$ cat src/rtl/ym_rom_arbiter.sv
// Shares one SDRAM audio-ROM port between YM ADPCM channels A and B.
// Each channel has a one-word read cache; misses are fetched round-robin over a toggle handshake.
module ym_rom_arbiter #(
  parameter logic [26:0] BASE_A = 27'h0000000,
  parameter logic [26:0] BASE_B = 27'h0800000
) (
  input  logic        clk,
  input  logic        reset,
  input  logic        flush,
  input  logic        ya_oe_n,
  input  logic [23:0] ya_addr,
  output logic [7:0]  ya_data,
  output logic        ya_ready,
  input  logic        yb_oe_n,
  input  logic [23:0] yb_addr,
  output logic [7:0]  yb_data,
  output logic        yb_ready,
  output logic [26:0] sdr_address,
  input  logic [15:0] sdr_data,
  output logic        sdr_req,
  input  logic        sdr_ack
);

  // state | meaning
  // IDLE  | no fetch outstanding; grant a miss once the handshake is quiet
  // WAIT  | fetch issued; fill the granted cache when sdr_ack == sdr_req
  typedef enum logic {IDLE, WAIT} state_t;

  state_t      state, state_next;
  logic        valid_a, valid_b;
  logic [22:0] tag_a, tag_b, fetch_tag;
  logic [15:0] word_a, word_b;
  logic        grant, last_grant;   // 0 = A, 1 = B
  logic        discard;
  logic        hit_a, hit_b, inflight_a, inflight_b, miss_a, miss_b;
  logic        issue, sel, fill;

  assign hit_a = valid_a && (tag_a == ya_addr[23:1]);
  assign hit_b = valid_b && (tag_b == yb_addr[23:1]);
  assign inflight_a = (state == WAIT) && !grant && (fetch_tag == ya_addr[23:1]);
  assign inflight_b = (state == WAIT) &&  grant && (fetch_tag == yb_addr[23:1]);
  assign miss_a = !ya_oe_n && !hit_a && !inflight_a;
  assign miss_b = !yb_oe_n && !hit_b && !inflight_b;

  assign ya_ready = hit_a;
  assign yb_ready = hit_b;
  assign ya_data  = ya_addr[0] ? word_a[15:8] : word_a[7:0];
  assign yb_data  = yb_addr[0] ? word_b[15:8] : word_b[7:0];

  always_ff @(posedge clk or posedge reset) begin
    if (reset) state <= IDLE;
    else       state <= state_next;
  end

  always_comb begin
    state_next = state;
    issue      = 1'b0;
    sel        = 1'b0;
    fill       = 1'b0;
    case (state)
      IDLE: begin
        // A mismatched handshake after reset is a stale ack; wait it out
        if ((sdr_req == sdr_ack) && (miss_a || miss_b)) begin
          issue      = 1'b1;
          sel        = (miss_a && miss_b) ? ~last_grant : miss_b;
          state_next = WAIT;
        end
      end
      WAIT: begin
        if (sdr_req == sdr_ack) begin
          fill       = 1'b1;
          state_next = IDLE;
        end
      end
      default: state_next = IDLE;
    endcase
  end

  always_ff @(posedge clk or posedge reset) begin
    if (reset) begin
      sdr_req     <= 1'b0;
      sdr_address <= '0;
      grant       <= 1'b0;
      last_grant  <= 1'b1;
      fetch_tag   <= '0;
      discard     <= 1'b0;
      valid_a     <= 1'b0;
      valid_b     <= 1'b0;
      tag_a       <= '0;
      tag_b       <= '0;
      word_a      <= '0;
      word_b      <= '0;
    end else begin
      if (issue) begin
        grant       <= sel;
        fetch_tag   <= sel ? yb_addr[23:1] : ya_addr[23:1];
        sdr_address <= sel ? BASE_B + {4'd0, yb_addr[23:1]} : BASE_A + {4'd0, ya_addr[23:1]};
        sdr_req     <= ~sdr_req;
        discard     <= 1'b0;
      end
      if (fill) begin
        last_grant <= grant;
        discard    <= 1'b0;
        if (!flush && !discard) begin
          if (grant) begin
            word_b  <= sdr_data;
            tag_b   <= fetch_tag;
            valid_b <= 1'b1;
          end else begin
            word_a  <= sdr_data;
            tag_a   <= fetch_tag;
            valid_a <= 1'b1;
          end
        end
      end
      // Flush wins over a same-cycle fill and poisons any fetch still in flight
      if (flush) begin
        valid_a <= 1'b0;
        valid_b <= 1'b0;
        if (state == WAIT && !fill) discard <= 1'b1;
      end
    end
  end

endmodule
$ cat config.mk
export PLATFORM = sky130hd
export DESIGN_NAME = ym_rom_arbiter
export DESIGN_NICKNAME = d
export VERILOG_FILES = /design/src/rtl/ym_rom_arbiter.sv
export SDC_FILE = /design/constraint.sdc
export NUM_CORES = 1
export LEC_CHECK = 0
export CAP_MARGIN = 20
export CORE_ASPECT_RATIO = 0.75
export CORE_MARGIN = 4
export CORE_UTILIZATION = 55
export DETAILED_ROUTE_END_ITERATION = 6
export PLACE_DENSITY_LB_ADDON = 0.08
export RECOVER_POWER = 100
export SETUP_SLACK_MARGIN = 0.3
export SLEW_MARGIN = 15
export SYNTH_ARGS = -nofsm -noshare
export SYNTH_HDL_FRONTEND = slang
export SYNTH_SLANG_ARGS = --single-unit
$ cat constraint.sdc
create_clock -name clk -period 6.2 [get_ports clk]
set_clock_uncertainty 0.05 [all_clocks]
set_input_delay 1.24 -clock clk [delete_from_list [all_inputs] [get_ports clk]]
set_output_delay 1.24 -clock clk [all_outputs]
set_load 0.01 [all_outputs]
==> impl.org <==
** Die
- Die Ht :: 94.6 um
- 116 I/O pins were placed.
- The core region is 9700 sq um.
- The floorplan has 31 rows.
- Effective utilization at floorplan :: 0.567
- Die Footprint :: 11700 sq um
- The die is 123 um wide.

** Clocking
- TritonCTS clock tree :: yes
- After clock tree synthesis, the clock-pin slew on the worst setup and hold paths is around 0.06 ns.
- Gates resized during post-CTS repair numbered 0.
- # Post-CTS Setup Buffers :: 0
- Buffers inserted to repair hold after CTS numbered 0.
- Buffer levels on the longest clock path :: 2
- Clock root cell :: sky130_fd_sc_hd__clkbuf_16
- Number of clock buffers inserted by TritonCTS :: 9
- CTS built an H-tree with a depth of 3.
- The clock reaches the later pin of the worst-skew pair after 0.35 ns.
- TritonCTS Sinks :: 108

** STA
- Derived from the worst setup path, the maximum achievable clock frequency is 202 MHz.
- After layout, the worst setup slack is about 1.3 ns.
- Setup repair after global routing left no endpoint under its margin.
- Normalized max-slew margin :: -0.959
- Dividing the final minimum period by the clock period gives 0.797.
- Final hold slack :: 0.454 ns
- Summed negative setup slack over all endpoints :: 0 ns
- Number of hold violations in the final report :: 0
- Max-slew violation total from the final report :: approximately 150
- Period minus WS final :: between 4 and 5 ns
- Setup-violating endpoint count in the final report :: 0
- At the pin with the least slew margin, the transition time is roughly 2.9 ns.

** Setup path
- STA puts the critical path data arrival time at 3.65 ns.
- Cells along the critical path :: dlygate4sd3_1 -> xnor2_1 -> nand4_1 -> nor4_1 -> and2_0 -> clkdlybuf4s50_1
- CP Capture Type :: output pin
- STA classifies the critical path startpoint as a primary input.
- In this design, the largest share of critical-path delay is due to buffers and inverters.
- CP required :: 4.91 ns
- On the critical path, the stage with the largest delay is an instance of sky130_fd_sc_hd__clkdlybuf4s50_1.
- In this design, the stage delay of the slowest critical-path cell is 0.59 ns.
- Maximum fanout along the worst path :: 3
- Counting both buffers and inverters, the worst setup path holds a total of 2.
- Kind of critical path :: primary input to output pin

** Layout
- Proportion of layout cells with a drive suffix above 1 :: 0.206
- Net count, final :: 624
- The repair_antennas step left the layout with diodes totalling 0.
- Filler Cells Inserted :: 700
- Synthesis-to-layout area growth :: 25.5%
- With fillers left out, the area of the finished cells amounts to 6890 sq um.

** Run status
- Violated checks :: max-capacitance violations, max-slew violations
- The flow ran to the end, but the final reports show violations.

** Routing
- The detail route stage leaves a number of antenna-violating nets equal to 0.
- Number of iterations in the first detailed-routing pass :: 5
- After the first detailed-routing iteration, the DRC count stood at between 200 and 300.
- In the routed layout, each cell is associated on average with a via count of 5.77.
- Detailed routing inserted a total of 3988 vias.
- Dividing the detail-routed wire length by the instance count gives 20.4 um.
- After detailed routing, the number of remaining DRC violations is 0.
- After detailed routing, the total wire length is 14.1 mm.

** Worst hold path
- The min-delay analysis places its worst path in the category flip-flop to flip-flop.

** Place
- Worst slack at placement :: between 1 and 1.5 ns
- The wire-length estimate of the detail-placed layout is about 9.9 mm.
- After detailed placement, the total cell area comes to approximately 6700 sq um.
- Buffers placed on the I/O ports in this run total roughly 110.
- Routability-driven placement finished with a final weighted congestion of about 0.9.

** Synthesis
- XOR/XNOR Fraction of Synth Area :: 0.113
- Counting flops with an async set or reset pin after synthesis yields a share of 1.00.
- After synthesis, the largest family of logic cells by area is multiplexers.
- Yosys warning count :: 0
- Multiplexer share of the synthesized area :: 0.195
- Counting distinct cell types in the post-synthesis netlist gives 36.
- A synthesized cell averages 12.2 sq um.
- Yosys mapped a number of flops with a built-in enable equal to 0.
- Post-synthesis register bit count :: 108
- Synthesized-area fraction occupied by adder cells :: 0
- Gate count of the mapped netlist :: between 400 and 500
- Of the total synthesized cell area, the portion taken by AND, OR, NAND and NOR gates is 0.111.
- Post-synthesis compound-gate area fraction :: 0.0587
- Main synth FF type :: sky130_fd_sc_hd__dfrtp_1
- Post-synth design cell area :: ~5500 sq um
- For this run, the register share of the synthesized area comes to 0.492.

** Power
- Tot Pwr :: 3.25 mW
- Cell area power density :: 471 nW/um^2
- The worst-case IR drop observed on VDD is roughly 0.00027 V.
- Leakage Power :: 2.77 nW

** Global route
- The total overflow left after global routing is 0.
- The first global-routing pass estimated 22.3 mm of wire.
- The initial antenna violation count is 0.
- Largest net degree at the start of global routing :: slightly below 70
- Total Routing Usage GR :: 0.254
- The via count of the first global-routing pass is 4214.

** Run
- The tool flagged a number of max-cap violations equal to 3.
## synth_stat cells (all sizes together) (2+ instances only)
cell type	instances	area, sq um
a21bo	2	20.0
buf	18	125
clkbuf	6	23.8
dfrtp	107	2680
inv	4	15.0
mux2	95	1070
nand2	29	111
nand4	14	87.6
nor2	27	101
nor3	4	25.0
nor4	11	81.3
o211a	23	230
o21ai	2	10.0
or3	23	144
xnor2	52	455
xor2	19	166
## routing by layer
metal	up-vias	routed length (um)	track usage
met4	0	176	0.0599
met2	143	6300	0.374
li1	1798	-	-
met5	-	0	0
met3	17	1010	0.0778
met1	2030	6590	0.370
## logic make-up (layout without fill, tap and decap cells)
family,after synthesis,in the layout
other,1,3
flip-flops,108,108
AO/OA/AOI/OAI,32,32
buffers and inverters,28,135
multiplexers,95,95
XOR/XNOR,71,71
AND/OR/NAND/NOR,115,115
## report_power, final
group / total (mW) / leakage, nW / internal, mW / switching, mW
clock network: 0.528 / 0.131 / 0.283 / 0.245
logic: 1.38 / 1.39 / 0.769 / 0.613
registers: 1.34 / 1.25 / 1.06 / 0.283
total: 3.25 / 2.77 / 2.11 / 1.14
## cell usage in the layout (no fill, tap or decap), types with 5 or more instances in the layout
master | synthesis | layout
sky130_fd_sc_hd__clkbuf_16 | 0 | 9
sky130_fd_sc_hd__mux2_2 | 95 | 92
sky130_fd_sc_hd__nor2_1 | 27 | 27
sky130_fd_sc_hd__clkdlybuf4s50_1 | 0 | 69
sky130_fd_sc_hd__nand2_1 | 28 | 28
sky130_fd_sc_hd__nor4_1 | 9 | 10
sky130_fd_sc_hd__dfrtp_1 | 107 | 107
sky130_fd_sc_hd__clkbuf_1 | 5 | 5
sky130_fd_sc_hd__nand4_1 | 14 | 14
sky130_fd_sc_hd__xor2_1 | 19 | 19
sky130_fd_sc_hd__xnor2_1 | 52 | 52
sky130_fd_sc_hd__or3_1 | 23 | 23
sky130_fd_sc_hd__dlygate4sd3_1 | 0 | 43
sky130_fd_sc_hd__o211a_1 | 23 | 23
## final timing paths
kind,start,to,slack (ns),depth (start not counted)
setup / recovery,yb_addr[2],yb_ready,1.26,6
hold / removal,word_a[9],word_a[9],0.45,1
setup reg to reg,sdr_req,tag_a[11],3.04,6
hold reg to reg,word_a[9],word_a[9],0.45,1
max in group asynchronous,reset,tag_b[15],1.97,3
min in group asynchronous,reset,discard,2.13,2
## through the flow
| step | instances | utilization |
|---|---|---|
| after floorplan | 452 | - |
| after global placement | 675 | 0.688 |
| after detailed placement | 675 | 0.688 |
| after CTS | 691 | 0.715 |
| after global routing | 691 | 0.711 |
| final | 691 | 0.711 |
## layout make-up
class	instances	area [sq um]	area share
Clock buffer	14	254	0.0368
Clock inverter	2	10.0	0.00145
Inverter	4	16.3	0.00236
Multi-Input combinational cell	316	2610	0.378
Sequential cell	108	2700	0.392
Tap cell	132	165	0.0240
Timing Repair Buffer	115	1140	0.165
## flip-flops by register name (all words and copies together) (netlist names)
register     flops
tag_a           23
tag_b           23
fetch_tag       22
word_a          16
word_b          16
sdr_address      2
discard          1
last_grant       1
sdr_req          1
state            1
valid_a          1
valid_b          1
Power figures use the tool's default switching activity.
